**config.mk**
```make
export PLATFORM = sky130hd
export DESIGN_NAME = stopwatch_ctrl
export DESIGN_NICKNAME = d
export VERILOG_FILES = /design/src/rtl/stopwatch_pkg.sv /design/src/rtl/bcd_mod60.sv /design/src/rtl/stopwatch_ctrl.sv
export SDC_FILE = /design/constraint.sdc
export NUM_CORES = 1
export LEC_CHECK = 0
export CAP_MARGIN = 20
export CORE_MARGIN = 4
export CORE_UTILIZATION = 59
export DETAILED_ROUTE_END_ITERATION = 10
export PLACE_DENSITY = 0.81
export SYNTH_ARGS = -nofsm -noshare
export SYNTH_HDL_FRONTEND = slang
export SYNTH_SLANG_ARGS = --single-unit
```
**constraint.sdc**
```tcl
create_clock -name clk -period 2.7 [get_ports clk]
set_input_delay 0.81 -clock clk [delete_from_list [all_inputs] [get_ports clk]]
set_output_delay 0.81 -clock clk [all_outputs]
set_load 0.03 [all_outputs]
```
**src/rtl/stopwatch_pkg.sv**
```systemverilog
// Shared types and limits for the MM:SS stopwatch controller.
// The blank-pair helper keeps the adjust-mode blink mask in one place.
package stopwatch_pkg;

  typedef enum logic [1:0] {
    PAUSED = 2'd0,
    RUN    = 2'd1,
    ADJ    = 2'd2
  } state_e;

  localparam int DIGIT_W = 4;
  localparam logic [DIGIT_W-1:0] TENS_MAX = 4'd5;
  localparam logic [DIGIT_W-1:0] ONES_MAX = 4'd9;

  // bit3 = min_tens ... bit0 = sec_ones; sel=1 selects the seconds pair
  function automatic logic [3:0] blank_pair(input logic sel);
    logic [3:0] mask;
    if (sel) begin
      mask = 4'b0011;
    end else begin
      mask = 4'b1100;
    end
    return mask;
  endfunction

endpackage

```
**src/rtl/bcd_mod60.sv**
```systemverilog
// Two-digit BCD counter 00..59 with increment, synchronous clear and carry-out.
// Out-of-range digits (never produced) are treated as their maximum so they wrap.
module bcd_mod60
  import stopwatch_pkg::*;
(
  input  logic               clk,
  input  logic               rst_n,
  input  logic               inc,
  input  logic               clr,
  output logic [DIGIT_W-1:0] tens,
  output logic [DIGIT_W-1:0] ones,
  output logic               co
);

  logic [DIGIT_W-1:0] tens_d, tens_q;
  logic [DIGIT_W-1:0] ones_d, ones_q;
  logic               at_max_s;

  // Next digit values; clear dominates increment
  always_comb begin
    tens_d   = tens_q;
    ones_d   = ones_q;
    at_max_s = (tens_q >= TENS_MAX) && (ones_q >= ONES_MAX);
    if (clr) begin
      tens_d = 4'd0;
      ones_d = 4'd0;
    end else if (inc) begin
      if (ones_q >= ONES_MAX) begin
        ones_d = 4'd0;
        if (tens_q >= TENS_MAX) begin
          tens_d = 4'd0;
        end else begin
          tens_d = tens_q + 4'd1;
        end
      end else begin
        ones_d = ones_q + 4'd1;
      end
    end else begin
      tens_d = tens_q;
      ones_d = ones_q;
    end
  end

  // Digit registers
  always_ff @(posedge clk or negedge rst_n) begin
    if (!rst_n) begin
      tens_q <= 4'd0;
      ones_q <= 4'd0;
    end else begin
      tens_q <= tens_d;
      ones_q <= ones_d;
    end
  end

  assign tens = tens_q;
  assign ones = ones_q;
  assign co   = inc & at_max_s;

endmodule

```
**src/rtl/stopwatch_ctrl.sv**
```systemverilog
// Run/pause/adjust sequencer for a 4-digit MM:SS stopwatch: second and adjust
// dividers, state machine, BCD time registers and adjust-mode blink mask.
module stopwatch_ctrl
  import stopwatch_pkg::*;
#(
  parameter int TICK_DIV = 100_000_000,
  parameter int ADJ_DIV  = 50_000_000
) (
  input  logic               clk,
  input  logic               rst_n,
  input  logic               pause_p,
  input  logic               clear_p,
  input  logic               adj,
  input  logic               sel,
  output logic [DIGIT_W-1:0] min_tens,
  output logic [DIGIT_W-1:0] min_ones,
  output logic [DIGIT_W-1:0] sec_tens,
  output logic [DIGIT_W-1:0] sec_ones,
  output logic [3:0]         blank,
  output logic               running
);

  localparam int TICK_W = $clog2(TICK_DIV);
  localparam int ADJ_W  = $clog2(ADJ_DIV);
  localparam logic [TICK_W-1:0] TICK_LAST = TICK_W'(TICK_DIV - 1);
  localparam logic [TICK_W-1:0] TICK_ONE  = TICK_W'(1);
  localparam logic [TICK_W-1:0] TICK_ZERO = {TICK_W{1'b0}};
  localparam logic [ADJ_W-1:0]  ADJ_LAST  = ADJ_W'(ADJ_DIV - 1);
  localparam logic [ADJ_W-1:0]  ADJ_ONE   = ADJ_W'(1);
  localparam logic [ADJ_W-1:0]  ADJ_ZERO  = {ADJ_W{1'b0}};

  state_e            state_d, state_q;
  logic [TICK_W-1:0] tick_cnt_d, tick_cnt_q;
  logic [ADJ_W-1:0]  adj_cnt_d, adj_cnt_q;
  logic              blink_d, blink_q;
  logic [3:0]        blank_d, blank_q;
  logic              running_d, running_q;

  logic in_run_s, in_adj_s, adj_entry_s;
  logic sec_tick_s, adj_tick_s;
  logic sec_inc_s, min_inc_s, sec_co_s, min_co_unused_s;

  // Next state; adj overrides everything, pause_p only toggles PAUSED/RUN
  always_comb begin
    state_d = state_q;
    if (adj) begin
      state_d = ADJ;
    end else begin
      case (state_q)
        ADJ:     state_d = PAUSED;
        PAUSED:  state_d = pause_p ? RUN : PAUSED;
        RUN:     state_d = pause_p ? PAUSED : RUN;
        default: state_d = PAUSED;
      endcase
    end
  end

  // Dividers, blink phase and registered output decode
  always_comb begin
    in_run_s    = (state_q == RUN);
    in_adj_s    = (state_q == ADJ);
    adj_entry_s = (state_d == ADJ) && !in_adj_s;
    sec_tick_s  = in_run_s && (tick_cnt_q == TICK_LAST);
    adj_tick_s  = in_adj_s && (adj_cnt_q == ADJ_LAST);

    // The second divider holds outside RUN so a resume keeps the partial second
    tick_cnt_d = tick_cnt_q;
    if (clear_p || sec_tick_s) begin
      tick_cnt_d = TICK_ZERO;
    end else if (in_run_s) begin
      tick_cnt_d = tick_cnt_q + TICK_ONE;
    end else begin
      tick_cnt_d = tick_cnt_q;
    end

    adj_cnt_d = adj_cnt_q;
    blink_d   = blink_q;
    if (adj_entry_s) begin
      adj_cnt_d = ADJ_ZERO;
      blink_d   = 1'b0;
    end else if (adj_tick_s) begin
      adj_cnt_d = ADJ_ZERO;
      blink_d   = ~blink_q;
    end else if (in_adj_s) begin
      adj_cnt_d = adj_cnt_q + ADJ_ONE;
    end else begin
      adj_cnt_d = adj_cnt_q;
    end

    // Decoded from next-state values so blank and running line up with state_q
    if ((state_d == ADJ) && blink_d) begin
      blank_d = blank_pair(sel);
    end else begin
      blank_d = 4'b0000;
    end
    running_d = (state_d == RUN);

    sec_inc_s = sec_tick_s | (adj_tick_s & sel);
    min_inc_s = (in_run_s & sec_co_s) | (adj_tick_s & ~sel);
  end

  // Control registers
  always_ff @(posedge clk or negedge rst_n) begin
    if (!rst_n) begin
      state_q    <= PAUSED;
      tick_cnt_q <= TICK_ZERO;
      adj_cnt_q  <= ADJ_ZERO;
      blink_q    <= 1'b0;
      blank_q    <= 4'b0000;
      running_q  <= 1'b0;
    end else begin
      state_q    <= state_d;
      tick_cnt_q <= tick_cnt_d;
      adj_cnt_q  <= adj_cnt_d;
      blink_q    <= blink_d;
      blank_q    <= blank_d;
      running_q  <= running_d;
    end
  end

  bcd_mod60 u_sec (
    .clk   (clk),
    .rst_n (rst_n),
    .inc   (sec_inc_s),
    .clr   (clear_p),
    .tens  (sec_tens),
    .ones  (sec_ones),
    .co    (sec_co_s)
  );

  bcd_mod60 u_min (
    .clk   (clk),
    .rst_n (rst_n),
    .inc   (min_inc_s),
    .clr   (clear_p),
    .tens  (min_tens),
    .ones  (min_ones),
    .co    (min_co_unused_s)
  );

  assign blank   = blank_q;
  assign running = running_q;

endmodule
```
Word level (Yosys, flattened, before mapping). Index checks and enable logic that the tools add are counted.

Flip-flop bits (word level): 77. Bits of input ports: 6.

Add/subtract/negate cells: 6. $lt $le $gt $ge: 4. Eq/ne operators: 6. Mux-type cells: 27. Bitwise gates (word level): 8. Reductions and logical operators: 16.

Operator list (count): $mux 26 (3); $mux 4 (16); $mux 27 (2); $add 27x1->27 const B (1); $eq 27x27->1 const B (1); $add 26x1->26 const B (1); $eq 26x26->1 const B (1); $add 4x1->4 const B (4); $reduce_bool 2->1 (5); $ge 4x3->1 const B (2); $ge 4x4->1 const B (2); $logic_and 1x1->1 (5); $and 1x1->1 (4); $eq 2x1->1 const B (2); $eq 2x2->1 const B (2); $mux 1 (4); $reduce_and 2->1 (2); $reduce_bool 3->1 (1); $logic_not 2->1 (1); $mux 2 (1); $not 1->1 (2); $or 1x1->1 (2); $pmux 1 s2 (1); $logic_not 1->1 (1); $logic_or 1x1->1 (1).

Depth between registers and ports, before layout.
Depth after elaboration: 9. Mapped depth: 8. Depth with buffers taken out: 8.

Hierarchy. A second synthesis with hierarchy kept.

Cell total of the unflattened synthesis: 452. Area, all modules: 4311.6 um2.

By module, submodules not included: stopwatch_ctrl (instances 1, cells each 332, area each 3195.6 um2, sequential area each 1451.4 um2); bcd_mod60 (instances 2, cells each 60, area each 558.0 um2, sequential area each 200.2 um2).

Worst setup path before layout. Ideal clock, no wire load.

Path kind: flip-flop to flip-flop. Start: register u_sec.ones_q[1] (netlist: u_sec.ones[1]). End: register u_min.tens_q[0] (netlist: u_min.tens[0]). Setup time: 0.079 ns. Data arrival time: 2.195 ns. Data required time: 2.621 ns. Setup slack: 0.426 ns. Stages on the path, launching flop included: 8. Path buffers: 0. Clock period less this slack: 2.274 ns. Path through: dfrtp_1 inv_1 ha_1 o31ai_1 or3_1 a2bb2oi_2 nand2b_1 mux2i_1.

Longest elaborated chain between the ends: 7.

Ends and longest elaborated chain: start: declaration (RTL line bcd_mod60.sv:16) `logic [DIGIT_W-1:0] ones_d, ones_q;`; start signal: assignment (RTL line bcd_mod60.sv:51) `ones_q <= ones_d;`; $ge 4x4->1 (RTL line bcd_mod60.sv:23) `at_max_s = (tens_q >= TENS_MAX) && (ones_q >= ONES_MAX);`; $logic_and 1x1->1 (RTL line bcd_mod60.sv:23); $and 1x1->1 (RTL line bcd_mod60.sv:57) `assign co = inc & at_max_s;`; $and 1x1->1 (RTL line stopwatch_ctrl.sv:99) `min_inc_s = (in_run_s & sec_co_s) | (adj_tick_s & ~sel);`; $or 1x1->1 (RTL line stopwatch_ctrl.sv:99); $reduce_bool 2->1 (no line); $reduce_and 2->1 (no line); end signal: assignment (RTL line bcd_mod60.sv:50) `tens_q <= tens_d;`; end: declaration (RTL line bcd_mod60.sv:15) `logic [DIGIT_W-1:0] tens_d, tens_q;`.

No other way between the ends. A chain may end at the register's enable or synchronous reset.

Worst setup path after layout.
Start: register u_sec.tens_q[1] (netlist: u_sec.tens[1]). End: register u_min.tens_q[3] (netlist: u_min.tens[3]).

Longest elaborated chain between the ends: 7.

Ends and longest elaborated chain (RTL line): start: declaration (bcd_mod60.sv:15); start signal: assignment (bcd_mod60.sv:50); $ge 4x3->1 (bcd_mod60.sv:23); $logic_and 1x1->1 (bcd_mod60.sv:23); $and 1x1->1 (bcd_mod60.sv:57); $and 1x1->1 (stopwatch_ctrl.sv:99); $or 1x1->1 (stopwatch_ctrl.sv:99); $reduce_bool 2->1 (no line); $reduce_and 2->1 (no line).

No other way between the ends.

==> results.md <==
- For this configuration, the core starts out at a cell density of 61.0%.
- VDD sags by at most between 0.2 and 0.3 mV.
- The detailed router placed 3,646 vias in this run.
- The first global-routing pass estimated 16,400 um of wire.
- The register clock-pin slew on the reported worst setup and hold paths is 0.08 ns.
- The count of TritonRoute iterations in the first routing pass is 5.
- At the end of the flow, the number of nets in the layout was 511.
- STA classifies the critical path endpoint as a flop.
- The final number of max-transition violations was 0.
- The DRC violation count after routing is 0.
- The number of instances in the synthesized netlist is 461.
- The setup fix buffers added after clock tree synthesis is 0.
- Along the worst path, the maximum fanout reaches 9.
- The final antenna-violating net count is 0.
- The top cell types in the final layout, fill and taps aside, are 74 x sky130_fd_sc_hd__dfrtp_1, 52 x sky130_fd_sc_hd__nor2_1, 48 x sky130_fd_sc_hd__o21ai_0, 43 x sky130_fd_sc_hd__nand2_1, 25 x sky130_fd_sc_hd__clkdlybuf4s50_1.
- The tightest min-delay check is of the in -> async type.
- The post-detailed-routing wire length is 9310 um.
- The number of inserted filler cells in the final layout is between 500 and 600.
- At the pin with the least slew margin, the transition time is between 0.6 and 0.7 ns.
- The portion of the clock cycle consumed by the worst path in the final layout is approximately nine tenths.
- Measured along the y axis, the die boundary spans between 90 and 100 um.
- Data on the critical path arrives at its endpoint at 2.74 ns.
- The average instance in the mapped netlist occupies 8.99 um2.
- The root buffer cell chosen for the clock tree is sky130_fd_sc_hd__clkbuf_8.
- At the placement stage, the worst setup path has a slack of between 0.06 and 0.07 ns.
- The standby leakage power is 1.95 nW.
- Measured along the x axis, the die boundary spans 91.8 um.
- Leaving out fill and tap cells, the most frequent cell in the layout is sky130_fd_sc_hd__dfrtp_1.
- The path type of the worst setup path is reg -> reg.
- Sorting the synthesized cells by area gives the leading types as sky130_fd_sc_hd__dfrtp_1 45%, sky130_fd_sc_hd__o21ai_0 5.8%, sky130_fd_sc_hd__nor2_1 4.7%, sky130_fd_sc_hd__ha_1 4.2%, sky130_fd_sc_hd__nand2_1 3.9%.
- Setup repair after global routing left no endpoint under its margin.
- The residual overflow from global routing is 0.
- Based on the critical path, the design can be clocked at up to about 410 MHz.
- For this run, asynchronously set or reset flops after synthesis account for 100%.
- The post-detailed-route via-to-cell ratio is 6.16.
- The post-detailed-placement half-perimeter wirelength is 6370 um.
- Yosys printed 0 warnings.
- The number of cell rows is 30.
- The remaining max-slew budget at the tightest pin is 56.4%.
- The repair_antennas step left the layout with diodes totalling 0.
- Counting distinct cell types in the post-synthesis netlist gives 56.
- The startpoint of the worst register-to-register path is u_sec.tens[1]$_DFFE_PN0P_.
- Setup violations remaining at the end of the flow were counted as 0.
- Across the run, the number of max-cap violations was 0.
- The biggest area contributor in the post-synthesis netlist is sky130_fd_sc_hd__dfrtp_1.
- In this run the worst setup path begins at u_sec.tens[1]$_DFFE_PN0P_.
- The number of top-level pins is 27.
- In the synthesized netlist the dominant register cell turns out to be sky130_fd_sc_hd__dfrtp_1.
- The combined area of all synthesized cells is between 4000 and 5000 um2.
- The number of buffers added on ports is 26.
- The synthesized design contains 0 enable-type register cells.
- For the final database, setup skew stands at 0.00818 ns.
- For this design the ratio of total power to cell area is 476 nW/um2.
- The number of sinks on the clock net is 74.
- The area share of the largest cell type after synthesis is around 45%.
- Cells with a size suffix above 1 make up under 10% of the layout.
- The post-layout worst setup margin is 0.231 ns.
- The core region is 6790 um2.
- After layout, the design draws a total of 2.26 mW.
- In this run, post-CTS hold repair placed 0 buffers.
- The flow ran to the end, and the final reports show no timing, DRC or antenna violations.
- Counting every net in the synthesized netlist gives ~480.
- The area growth from synthesis to layout is 14.7%.
- Summing the sequential cell areas from Yosys gives 44.7% of the chip area.
- Entering global routing, the biggest net connects 44 pins.
- The maximum clock path buffer count is 2.
- The die covers between 8000 and 9000 um2.
- The synthesized design contains 74 register bits.
- The via count of the first global-routing pass came to roughly 3,400.
- The clock buffer count from CTS is 9.
- The global routing usage summed across all routing layers is 24.0%.
- The initial antenna violation count is 0.
- TritonCTS built the clock tree.
- The worst setup path is launched from a flop.
- The final estimated routing congestion in global placement is 0.864.
- The H-tree generated during clock tree synthesis spans 3 levels.
- In this run, the number of DRC markers left after iteration 0 of detailed routing was ~390.
- Dividing the detail-routed wire length by the instance count gives 15.7 um.
- After routing, the total negative slack on setup checks comes to 0 ns.
- The critical path required time is 2.97 ns.
- The number of gates resized after CTS was 0.
- The worst-skew pair later-pin latency is between 0.3 and 0.4 ns.
- The worst path needs 2.47 ns of the cycle, external delays included.
- The total count of hold-check failures in the final report is 0.
worst max-delay path, cell delays in order, from the launching register on:
cell and delay (ns):
sky130_fd_sc_hd__dfrtp_1 0.43, sky130_fd_sc_hd__inv_1 0.08, sky130_fd_sc_hd__ha_1 0.17, sky130_fd_sc_hd__nand2b_1 0.13
sky130_fd_sc_hd__a21oi_1 0.48, sky130_fd_sc_hd__or3_1 0.23, sky130_fd_sc_hd__a2bb2oi_2 0.35, sky130_fd_sc_hd__nand2b_1 0.31
sky130_fd_sc_hd__mux2i_1 0.22
per-stage QoR:
| step | std cells | instance area (um2) | utilization [%] | hold WS [ns] |
|---|---|---|---|---|
| after floorplan | 461 | 4150 | - | 0.442 |
| after global placement | 576 | 4530 | 66.6 | 0.467 |
| after detailed placement | 576 | 4530 | 66.6 | 0.491 |
| after CTS | 592 | 4760 | 70.0 | 0.407 |
| after global routing | 592 | 4760 | 70.0 | 0.412 |
| final | 592 | 4760 | 70.0 | 0.392 |
Yosys cell counts, types with 8 or more instances:
cell and n:
sky130_fd_sc_hd__nand4_1 22, sky130_fd_sc_hd__xnor2_1 16, sky130_fd_sc_hd__nor2_1 52, sky130_fd_sc_hd__and3_1 11
sky130_fd_sc_hd__o21ai_0 48, sky130_fd_sc_hd__a31oi_1 11, sky130_fd_sc_hd__ha_1 14, sky130_fd_sc_hd__inv_1 15
sky130_fd_sc_hd__nand2_1 43, sky130_fd_sc_hd__dfrtp_1 74, sky130_fd_sc_hd__xor2_1 10, sky130_fd_sc_hd__nand3_1 20
sky130_fd_sc_hd__clkbuf_1 8, sky130_fd_sc_hd__or3_1 8, sky130_fd_sc_hd__a21oi_1 19, sky130_fd_sc_hd__nor3_1 14
sequential cells by signal, summed over array words and instances (netlist names):
signal	flops
tick_cnt_q	27
adj_cnt_q	26
u_min.ones	4
u_min.tens	4
u_sec.ones	4
u_sec.tens	4
blank	2
blink_q	1
running	1
state_q	1
routing by layer:
metal,wire length [um],part of all wire [%],GRT usage (%)
met3,582,6.3,5.09
met4,214,2.3,9.41
met1,4220,45,34.5
met2,4290,46,35.5
met5,0,0,0
final timing paths:
check                           depth (start not counted)                        end  slack (ns)
worst max register to register                          8  u_min.tens[3]$_DFFE_PN0P_        0.23
min in group clk                                        1  adj_cnt_q[23]$_DFFE_PN0P_        0.50
worst min register to register                          1  adj_cnt_q[23]$_DFFE_PN0P_        0.50
worst max-delay path                                    8  u_min.tens[3]$_DFFE_PN0P_        0.23
max in group asynchronous                               2  tick_cnt_q[7]$_DFFE_PN0P_        1.73
worst min-delay path                                    1  u_min.tens[0]$_DFFE_PN0P_        0.39
report_power, final:
part | internal [mW] | leakage, nW | total [mW] | switching (mW)
clock | 0.572 | 0.117 | 0.976 | 0.404
sequential | 1.12 | 1.03 | 1.14 | 0.0194
combinational | 0.0504 | 0.802 | 0.148 | 0.0972
total | 1.74 | 1.95 | 2.26 | 0.521
cell families (layout without fill, tap and decap cells):
| family | after synthesis | after routing | synth area share (%) |
|---|---|---|---|
| flip-flops | 74 | 74 | 44.7 |
| adder cells (fa/ha/maj) | 14 | 14 | 4.23 |
| multiplexers | 5 | 5 | 1.21 |
| AO/OA/AOI/OAI | 97 | 97 | 13.9 |
| buffers and inverters | 31 | 66 | 3.11 |
| XOR/XNOR | 26 | 26 | 5.49 |
| AND/OR/NAND/NOR | 214 | 214 | 27.4 |
final cells by class:
| type | instances | area, um2 | share of cell area [%] |
|---|---|---|---|
| clock buffers | 12 | 155 | 3.26 |
| clock inverters | 4 | 73.8 | 1.55 |
| inverters | 16 | 60.1 | 1.26 |
| multi-input cells | 356 | 2160 | 45.5 |
| flip-flops and latches | 74 | 1850 | 38.9 |
| well taps | 96 | 120 | 2.53 |
| repair buffers | 34 | 330 | 6.95 |
Note: power is estimated with default switching activity, not from simulation.
